[config.mk]
export PLATFORM = sky130hd
export DESIGN_NAME = hls_ctl_mc_flat
export DESIGN_NICKNAME = d
export VERILOG_FILES = /design/src/rtl/hls_ctl_mc_if.sv /design/src/rtl/hls_ctl_mc.sv /design/src/flat_wrapper.sv
export SDC_FILE = /design/constraint.sdc
export NUM_CORES = 2
export LEC_CHECK = 0
export ABC_AREA = 1
export CELL_PAD_IN_SITES_DETAIL_PLACEMENT = 1
export CELL_PAD_IN_SITES_GLOBAL_PLACEMENT = 2
export CORE_ASPECT_RATIO = 0.7
export CORE_MARGIN = 2
export CORE_UTILIZATION = 30
export DETAILED_ROUTE_END_ITERATION = 8
export PLACE_DENSITY = 0.64
export SLEW_MARGIN = 40
export SYNTH_ARGS = -nofsm -noshare
export SYNTH_HDL_FRONTEND = slang
export SYNTH_SLANG_ARGS = --single-unit
[constraint.sdc]
create_clock -name clk_i -period 6.95 [get_ports clk_i]
set_input_delay 0.695 -clock clk_i [delete_from_list [all_inputs] [get_ports clk_i]]
set_output_delay 0.695 -clock clk_i [all_outputs]
set_load 0.03 [all_outputs]
[src/rtl/hls_ctl_mc_if.sv]
// Host CSR bus (Avalon-MM slave side) for the HLS match-engine control block.
// Word-addressed, fixed read latency of one cycle, no wait states.
interface hls_ctl_mc_if;
    logic [2:0]  address;
    logic        write;
    logic [31:0] writedata;
    logic        read;
    logic [31:0] readdata;
    logic        readdata_valid;
    logic        waitrequest;

    modport master (
        output address, write, writedata, read,
        input  readdata, readdata_valid, waitrequest
    );

    modport slave (
        input  address, write, writedata, read,
        output readdata, readdata_valid, waitrequest
    );
endinterface

[src/rtl/hls_ctl_mc.sv]
// Multi-channel control/status for Aho-Corasick HLS kernels: pointers,
// soft-reset stretching, start/busy tracking and per-channel result FIFOs.
module hls_ctl_mc #(
    parameter int CH_CNT    = 4,
    parameter int PTR_W     = 64,
    parameter int RES_W     = 32,
    parameter int RES_DEPTH = 8,
    parameter int RST_PULSE = 4
) (
    input  logic                    clk_i,
    input  logic                    rst_n_i,
    hls_ctl_mc_if.slave             csr,
    input  logic [CH_CNT-1:0]       res_write_i,
    input  logic [CH_CNT*RES_W-1:0] res_data_i,
    input  logic [CH_CNT-1:0]       done_i,
    output logic [CH_CNT-1:0]       rst_o,
    output logic [CH_CNT-1:0]       start_o,
    output logic [CH_CNT*PTR_W-1:0] ptr_o
);
    localparam int AW = $clog2(RES_DEPTH);
    localparam int CW = $clog2(RST_PULSE + 1);
    localparam logic [3:0] CH_N = 4'(CH_CNT);
    localparam logic [AW:0] FULL = (AW+1)'(RES_DEPTH);

    logic [PTR_W-1:0] ptr [CH_CNT];
    logic [31:0]      shadow;
    logic [2:0]       ch_sel;
    logic [CH_CNT-1:0] busy, ovf;
    logic [CW-1:0]    rcnt [CH_CNT];
    logic [RES_W-1:0] mem  [CH_CNT][RES_DEPTH];
    logic [AW-1:0]    wp [CH_CNT];
    logic [AW-1:0]    rp [CH_CNT];
    logic [AW:0]      cnt [CH_CNT];

    logic [31:0] wd;
    logic wr_ctrl, wr_sel, wr_lo, wr_hi, wr_clr, rd_pop;

    assign wd      = csr.writedata;
    assign wr_ctrl = csr.write && csr.address == 3'd0;
    assign wr_sel  = csr.write && csr.address == 3'd2;
    assign wr_lo   = csr.write && csr.address == 3'd3;
    assign wr_hi   = csr.write && csr.address == 3'd4;
    assign wr_clr  = csr.write && csr.address == 3'd7;
    assign rd_pop  = csr.read  && csr.address == 3'd5;
    assign csr.waitrequest = 1'b0;

    logic [CH_CNT-1:0] in_rst, start_ok, pop, push, push_ok, ovf_set;
    logic [PTR_W-1:0]  sel_ptr;
    logic [RES_W-1:0]  sel_head;
    logic [AW:0]       sel_cnt;
    logic [7:0]        busy8, ne8, ovf8;

    always_comb begin
        in_rst   = '0;
        start_ok = '0;
        pop      = '0;
        push     = '0;
        push_ok  = '0;
        ovf_set  = '0;
        sel_ptr  = '0;
        sel_head = '0;
        sel_cnt  = '0;
        busy8    = '0;
        ne8      = '0;
        ovf8     = '0;
        for (int c = 0; c < CH_CNT; c++) begin
            in_rst[c]   = rcnt[c] != '0;
            start_ok[c] = wr_ctrl && wd[8+c] && !wd[c]
                          && !in_rst[c] && !busy[c];
            pop[c]      = rd_pop && ch_sel == 3'(c) && cnt[c] != '0;
            push[c]     = res_write_i[c] && !in_rst[c];
            // A pop in the same cycle frees the slot a full-FIFO push needs
            push_ok[c]  = push[c] && (cnt[c] != FULL || pop[c]);
            ovf_set[c]  = push[c] && !push_ok[c];
            busy8[c]    = busy[c];
            ne8[c]      = cnt[c] != '0;
            ovf8[c]     = ovf[c];
            if (ch_sel == 3'(c)) begin
                sel_ptr  = ptr[c];
                sel_head = mem[c][rp[c]];
                sel_cnt  = cnt[c];
            end
        end
    end

    logic [31:0] rdata;

    always_comb begin
        rdata = '0;
        unique case (csr.address)
            3'd0: rdata = '0;
            3'd1: rdata = {8'd0, ovf8, ne8, busy8};
            3'd2: rdata = {29'd0, ch_sel};
            3'd3: rdata = sel_ptr[31:0];
            3'd4: rdata = 32'(sel_ptr[PTR_W-1:32]);
            3'd5: rdata = sel_cnt != '0 ? 32'(sel_head) : '0;
            3'd6: rdata = 32'(sel_cnt);
            3'd7: rdata = '0;
        endcase
    end

    for (genvar g = 0; g < CH_CNT; g++) begin : g_out
        assign rst_o[g] = !rst_n_i || in_rst[g];
        assign ptr_o[g*PTR_W +: PTR_W] = ptr[g];
    end

    always_ff @(posedge clk_i) begin
        if (!rst_n_i) begin
            shadow             <= '0;
            ch_sel             <= '0;
            busy               <= '0;
            ovf                <= '0;
            start_o            <= '0;
            csr.readdata       <= '0;
            csr.readdata_valid <= 1'b0;
            for (int c = 0; c < CH_CNT; c++) begin
                ptr[c]  <= '0;
                rcnt[c] <= '0;
                wp[c]   <= '0;
                rp[c]   <= '0;
                cnt[c]  <= '0;
            end
        end else begin
            csr.readdata_valid <= csr.read;
            csr.readdata       <= csr.read ? rdata : '0;
            if (wr_sel && {1'b0, wd[2:0]} < CH_N)
                ch_sel <= wd[2:0];
            if (wr_lo)
                shadow <= wd;
            for (int c = 0; c < CH_CNT; c++) begin
                if (wr_hi && ch_sel == 3'(c))
                    ptr[c] <= {wd[PTR_W-33:0], shadow};
                if (wr_ctrl && wd[c])
                    rcnt[c] <= CW'(RST_PULSE);
                else if (in_rst[c])
                    rcnt[c] <= rcnt[c] - CW'(1);
                start_o[c] <= start_ok[c];
                if (in_rst[c])
                    busy[c] <= 1'b0;
                else if (start_ok[c])
                    busy[c] <= 1'b1;
                else if (done_i[c])
                    busy[c] <= 1'b0;
                if (ovf_set[c])
                    ovf[c] <= 1'b1;
                else if (wr_clr && wd[c])
                    ovf[c] <= 1'b0;
                if (in_rst[c]) begin
                    wp[c]  <= '0;
                    rp[c]  <= '0;
                    cnt[c] <= '0;
                end else begin
                    if (push_ok[c]) begin
                        mem[c][wp[c]] <= res_data_i[c*RES_W +: RES_W];
                        wp[c] <= wp[c] + AW'(1);
                    end
                    if (pop[c])
                        rp[c] <= rp[c] + AW'(1);
                    if (push_ok[c] && !pop[c])
                        cnt[c] <= cnt[c] + (AW+1)'(1);
                    else if (!push_ok[c] && pop[c])
                        cnt[c] <= cnt[c] - (AW+1)'(1);
                end
            end
        end
    end
endmodule

[src/flat_wrapper.sv]
// flat-port wrapper written by rule: the top's interface ports become plain ports
module hls_ctl_mc_flat 
#(
    parameter int CH_CNT    = 4,
    parameter int PTR_W     = 64,
    parameter int RES_W     = 32,
    parameter int RES_DEPTH = 8,
    parameter int RST_PULSE = 4
)
  (clk_i, rst_n_i, res_write_i, res_data_i, done_i, rst_o, start_o, ptr_o, csr_address, csr_write, csr_writedata, csr_read, csr_readdata, csr_readdata_valid, csr_waitrequest);
  hls_ctl_mc_if csr_i ();
  input  logic clk_i;
  input  logic rst_n_i;
  input  logic [CH_CNT-1:0] res_write_i;
  input  logic [CH_CNT*RES_W-1:0] res_data_i;
  input  logic [CH_CNT-1:0] done_i;
  output logic [CH_CNT-1:0] rst_o;
  output logic [CH_CNT-1:0] start_o;
  output logic [CH_CNT*PTR_W-1:0] ptr_o;
  input wire logic [$bits(csr_i.address)-1:0] csr_address;
  input wire logic [$bits(csr_i.write)-1:0] csr_write;
  input wire logic [$bits(csr_i.writedata)-1:0] csr_writedata;
  input wire logic [$bits(csr_i.read)-1:0] csr_read;
  output wire logic [$bits(csr_i.readdata)-1:0] csr_readdata;
  output wire logic [$bits(csr_i.readdata_valid)-1:0] csr_readdata_valid;
  output wire logic [$bits(csr_i.waitrequest)-1:0] csr_waitrequest;
  assign csr_i.address = csr_address;
  assign csr_i.write = csr_write;
  assign csr_i.writedata = csr_writedata;
  assign csr_i.read = csr_read;
  assign csr_readdata = csr_i.readdata;
  assign csr_readdata_valid = csr_i.readdata_valid;
  assign csr_waitrequest = csr_i.waitrequest;
  hls_ctl_mc #(.CH_CNT(CH_CNT), .PTR_W(PTR_W), .RES_W(RES_W), .RES_DEPTH(RES_DEPTH), .RST_PULSE(RST_PULSE)) u_core (.clk_i(clk_i), .rst_n_i(rst_n_i), .csr(csr_i), .res_write_i(res_write_i), .res_data_i(res_data_i), .done_i(done_i), .rst_o(rst_o), .start_o(start_o), .ptr_o(ptr_o));
endmodule
==> qor_table.md <==
| Item | Reported |
| --- | --- |
| Fin. max-slew vios | 0 |
| Floorplan die width | 532 µm |
| Number of cell instances on the worst register-to-register path | 9 |
| Worst path cell trace | inv_2, nor3_4, buf_4, nand3_1, nand3_1, nand2_1, or2_1, nor3_2, buf_4 |
| Max-Cap Viols | 0 |
| Endpoint of the worst register-to-register path | u_core.mem[3][120]$_DFFE_PP_ |
| DR pass1 iterations | 5 |
| Count of yosys warnings during synthesis | 0 |
| Initial core utilization | 30.2% |
| Portion of the clock cycle consumed by the worst path in the final layout | 57.5% |
| Flop2flop setup slack | 2950 ps |
| Post-synthesis share of cell area spent on full adders, half adders and majority gates | 0.513% |
| CTS tree | done |
| Cells after Synth | 5315 |
| Total congestion overflow | 0 |
| Peak ir drop on the vdd network | 0.000265 V |
| Share of layout cells above drive strength 1 | 6.69% |
| Half-perimeter wire length after detailed placement | 139 mm |
| I/O pin count | 473 |
| Xor/xnor share of the synthesized area | 0.314% |
| Post-synthesis sequential area ratio | 71.1% |
| Worst path top cell family by delay | simple AND/OR/NAND/NOR gates |
| Clock period minus worst slack | 4000 ps |
| Data arrival at the endpoint of the critical path | 4430 ps |
| CTS-repair resized insts | 0 |
| Combinational family with the most area after synthesis | simple AND/OR/NAND/NOR gates |
| Pin slew with the least headroom to its limit | 910 ps |
| FF+latch area | 0.0416 mm² |
| Highest Clock Rate | 0.250 GHz |
| Hold Path Cell Cnt | 4 |
| Areal power density over the cells | 320 mW/mm² |
| Final instance area | 0.0716 mm² |
| Combined area of all synthesized cells | 0.0585 mm² |
| Cell-internal power | 0.0155 W |
| Share of synthesized area spent on multiplexers | 0% |
| Critical path startpoint category | flop |
| Maximum buffer depth of the clock tree | 3 |
| Final core utilization | 37.0% |
| Die span in y | 373 µm |
| Beginning of the worst hold path | rst_n_i |
| Post-route setup TNS | 0 ps |
| Data required time at the worst endpoint | 7380 ps |
| Synthesized-area fraction occupied by ao, oa, aoi and oai cells | 4.13% |
| Synthesized-area fraction occupied by and/or/nand/nor cells | 19.9% |
| Final Skew | 35.3 ps |
| Global placement routability congestion | 0.803 |
| Number of nets at the end of the flow | 5946 |
| Clock share of power | 34.8% |
| Cell area after placement | 0.0668 mm² |
| Antenna viol nets, final | 0 |
| Portion of total power attributed to sequential cells | 43.7% |
| Portion of total power attributed to combinational logic | 21.6% |
| Clock sink total | 1412 |
| Clock latency reported for the late side of the worst-skew pair | 800 ps |
| Fill cell total of the finished layout | 21.2k |
| Global-route wire length before repair | 301 mm |
| Outcome | completed |
| Highest net fanout along the worst path | 38 |
| Buffering stage count on the worst path with inverters included | 3 |
| Number of setup violations in the final report | 0 |
| DRT Wirelength | 211 mm |
| Synthesis-stage register bit count | 1412 |
| Num rows | 135 |
| Startpoint-to-endpoint class of the critical path | reg -> reg |
| Hold WC Path Type | in -> reg |
| Hold Violations, Final | 0 |
| Max incr delay on CP | 620 ps |
| Largest net degree at the start of global routing | 132 |
| Worst slew margin | 38.7% |
| Count of unique library cells instantiated by Yosys | 33 |
| Syn Area/Cell | 11.0 µm² |
| RSZ-0062 raised after global routing | no |
| Via count of the first global-routing pass | 41.0k |
| Total net switching power | 0.00739 W |
| Endpoint, Worst Hold | u_core.start_o[0]$_SDFF_PN0_ |
| IO buf count | 471 |
| Root buffer cell | clkbuf_16 |
| Worst hold margin | 480 ps |
| Layout-stage area growth over the synthesis result | 22.4% |
| DR DRC count | 0 |
| Detailed-route via count | 41.2k |
| Die Footprint | 0.199 mm² |
| Crit. End Element | flop |
| Wire per inst | 24.8 µm |
| Switching portion of total power | 32.2% |
| DR vias/cell | 4.85 |
| Number of hold buffers added after cts | 0 |
| Std-Cell Core Area | 0.194 mm² |
| TritonCTS buffer count | 154 |
| Detailed Route Iter0 Violations | 3280 |
| Clock slew at the register clock pins of the worst setup and hold paths | 60 ps |
| Syn Nets | 5514 |
| Buffer count from post-CTS setup fixing | 0 |
| Reported leakage power | 25.6 nW |
| Startpoint of the worst register-to-register path | u_core.ch_sel[1]$_SDFFE_PN0P_ |
| Master of the slowest instance on the critical path | nor3_2 |
| Overall fraction of global-route tracks in use | 20.8% |
| Initial antenna violation count | 26 |
| Multi-input gate area | 0.0149 mm² |
| CTS H-tree depth | 4 |
[how the worst max path moves through the flow]
stage                                              from                               end  slack [ps]  cells past startpoint
after floorplan           u_core.ch_sel[1]$_SDFFE_PN0P_  u_core.ptr[0][192]$_SDFFCE_PN0P_         480                      7
after global placement                   csr_address[2]   u_core.ptr[0][84]$_SDFFCE_PN0P_        2530                      6
after detailed placement                 csr_address[2]   u_core.ptr[0][63]$_SDFFCE_PN0P_        2480                      6
after CTS                 u_core.ch_sel[1]$_SDFFE_PN0P_      u_core.mem[3][107]$_DFFE_PP_        2900                      9
after global routing      u_core.ch_sel[1]$_SDFFE_PN0P_      u_core.mem[3][120]$_DFFE_PP_        2670                      9
final                     u_core.ch_sel[1]$_SDFFE_PN0P_      u_core.mem[3][120]$_DFFE_PP_        2950                      9
[Yosys cell counts, drive strengths merged]
library cell | number | area share [%]
nor4 | 1 | 0.011
buf | 73 | 0.56
or2 | 6 | 0.064
nand4 | 11 | 0.12
edfxtp | 1332 | 68
o22ai | 7 | 0.075
o21ai | 180 | 1.5
a21o | 3 | 0.039
nor2 | 569 | 3.7
a22oi | 12 | 0.15
conb | 1 | 0.0064
a22o | 12 | 0.18
ha | 24 | 0.51
o211ai | 66 | 0.85
xor2 | 9 | 0.13
inv | 298 | 1.9
nand3 | 765 | 6.6
nor3 | 23 | 0.22
clkbuf | 233 | 1.5
o32ai | 2 | 0.030
dfxtp | 80 | 2.7
a21oi | 148 | 1.3
xnor2 | 12 | 0.18
nand2 | 1448 | 9.3
[worst reg2reg max path, cell delays in order, from the launching register on]
cell and delay, ps:
dfxtp_1 610, inv_2 130, nor3_4 140, buf_4 570, nand3_1 310, nand3_1 210
nand2_1 180, or2_1 370, nor3_2 620, buf_4 500
[routing by layer]
layer	routed length (µm)	GRT usage, %	vias to the layer above
met4	5740	6.17	14
met3	14200	4.77	247
li1	-	-	19129
met1	99000	30.1	20763
met2	91500	30.7	1003
met5	88	0	-
[area by class of cell]
type	instances	area share [%]
Antenna cell	15	0.0524
Clock inverter	84	0.968
Tap cell	2603	4.55
Clock buffer	199	5.73
Timing Repair Buffer	582	8.18
Inverter	298	1.58
Multi-Input combinational cell	3299	20.8
Sequential cell	1412	58.1
[power by group through the flow]
| stage | clock network [W] | registers [W] | logic [W] |
|---|---|---|---|
| global route | 0.00848 | 0.0101 | 0.00548 |
| CTS | 0.00816 | 0.0100 | 0.00505 |
| detailed placement | 0 | 0.0102 | 0.00503 |
| global placement | 0 | 0.0102 | 0.00494 |
| floorplan | 0 | 0.0103 | 0.00276 |
| finish | 0.00797 | 0.0100 | 0.00494 |
[through the flow]
| stage | cells | worst slack, ps | power (W) |
|---|---|---|---|
| 2_1_floorplan | 5315 | 484 | 0.0130 |
| 3_3_place_gp | 8174 | 2530 | 0.0151 |
| 3_5_place_dp | 8194 | 2480 | 0.0152 |
| 4_1_cts | 8477 | 2900 | 0.0232 |
| 5_1_grt | 8485 | 2670 | 0.0240 |
| 6_report | 8492 | 2950 | 0.0229 |
[cell usage in the layout (no fill, tap or decap), types with 10 or more instances in the layout]
master and n:
xnor2_1 12, buf_6 10, buf_4 80, dfxtp_1 80, nand3_1 761, clkinv_2 29, a21oi_1 147, a22o_1 12
o21ai_0 166, o21ai_1 11, nor3_2 11, nor2_1 539, a22oi_1 12, o211ai_1 66, edfxtp_1 1332, clkbuf_16 156
clkdlybuf4s50_1 470, nand2_1 1447, clkinv_1 41, clkbuf_1 39, inv_1 279, ha_1 24, nor2_4 25, nand4_1 11
diode_2 15
[kinds of logic (layout without fill, tap and decap cells)]
kind of cell               Yosys count  in the layout
buffers and inverters              604           1163
DFF                               1412           1412
xor gates and xnor gates            21             21
and+or+nand+nor                   2823           2823
other                                1             16
adders and majority gates           24             24
AOI/OAI and AO/OA                  430            430
[registers in the layout, indices dropped and copies added, names as in the netlist]
| signal | cells |
|---|---|
| u_core.ptr | 256 |
| u_core.ch_sel | 3 |
| u_core.ovf | 4 |
| u_core.busy | 4 |
| u_core.shadow | 32 |
| u_core.mem | 1024 |
| u_core.csr.readdata | 32 |
| u_core.cnt | 16 |
| u_core.rp | 12 |
| u_core.start_o | 4 |
| u_core.wp | 12 |
| u_core.csr.readdata_valid | 1 |
| u_core.rcnt | 12 |
No activity file was read; power rests on OpenSTA's default activity.
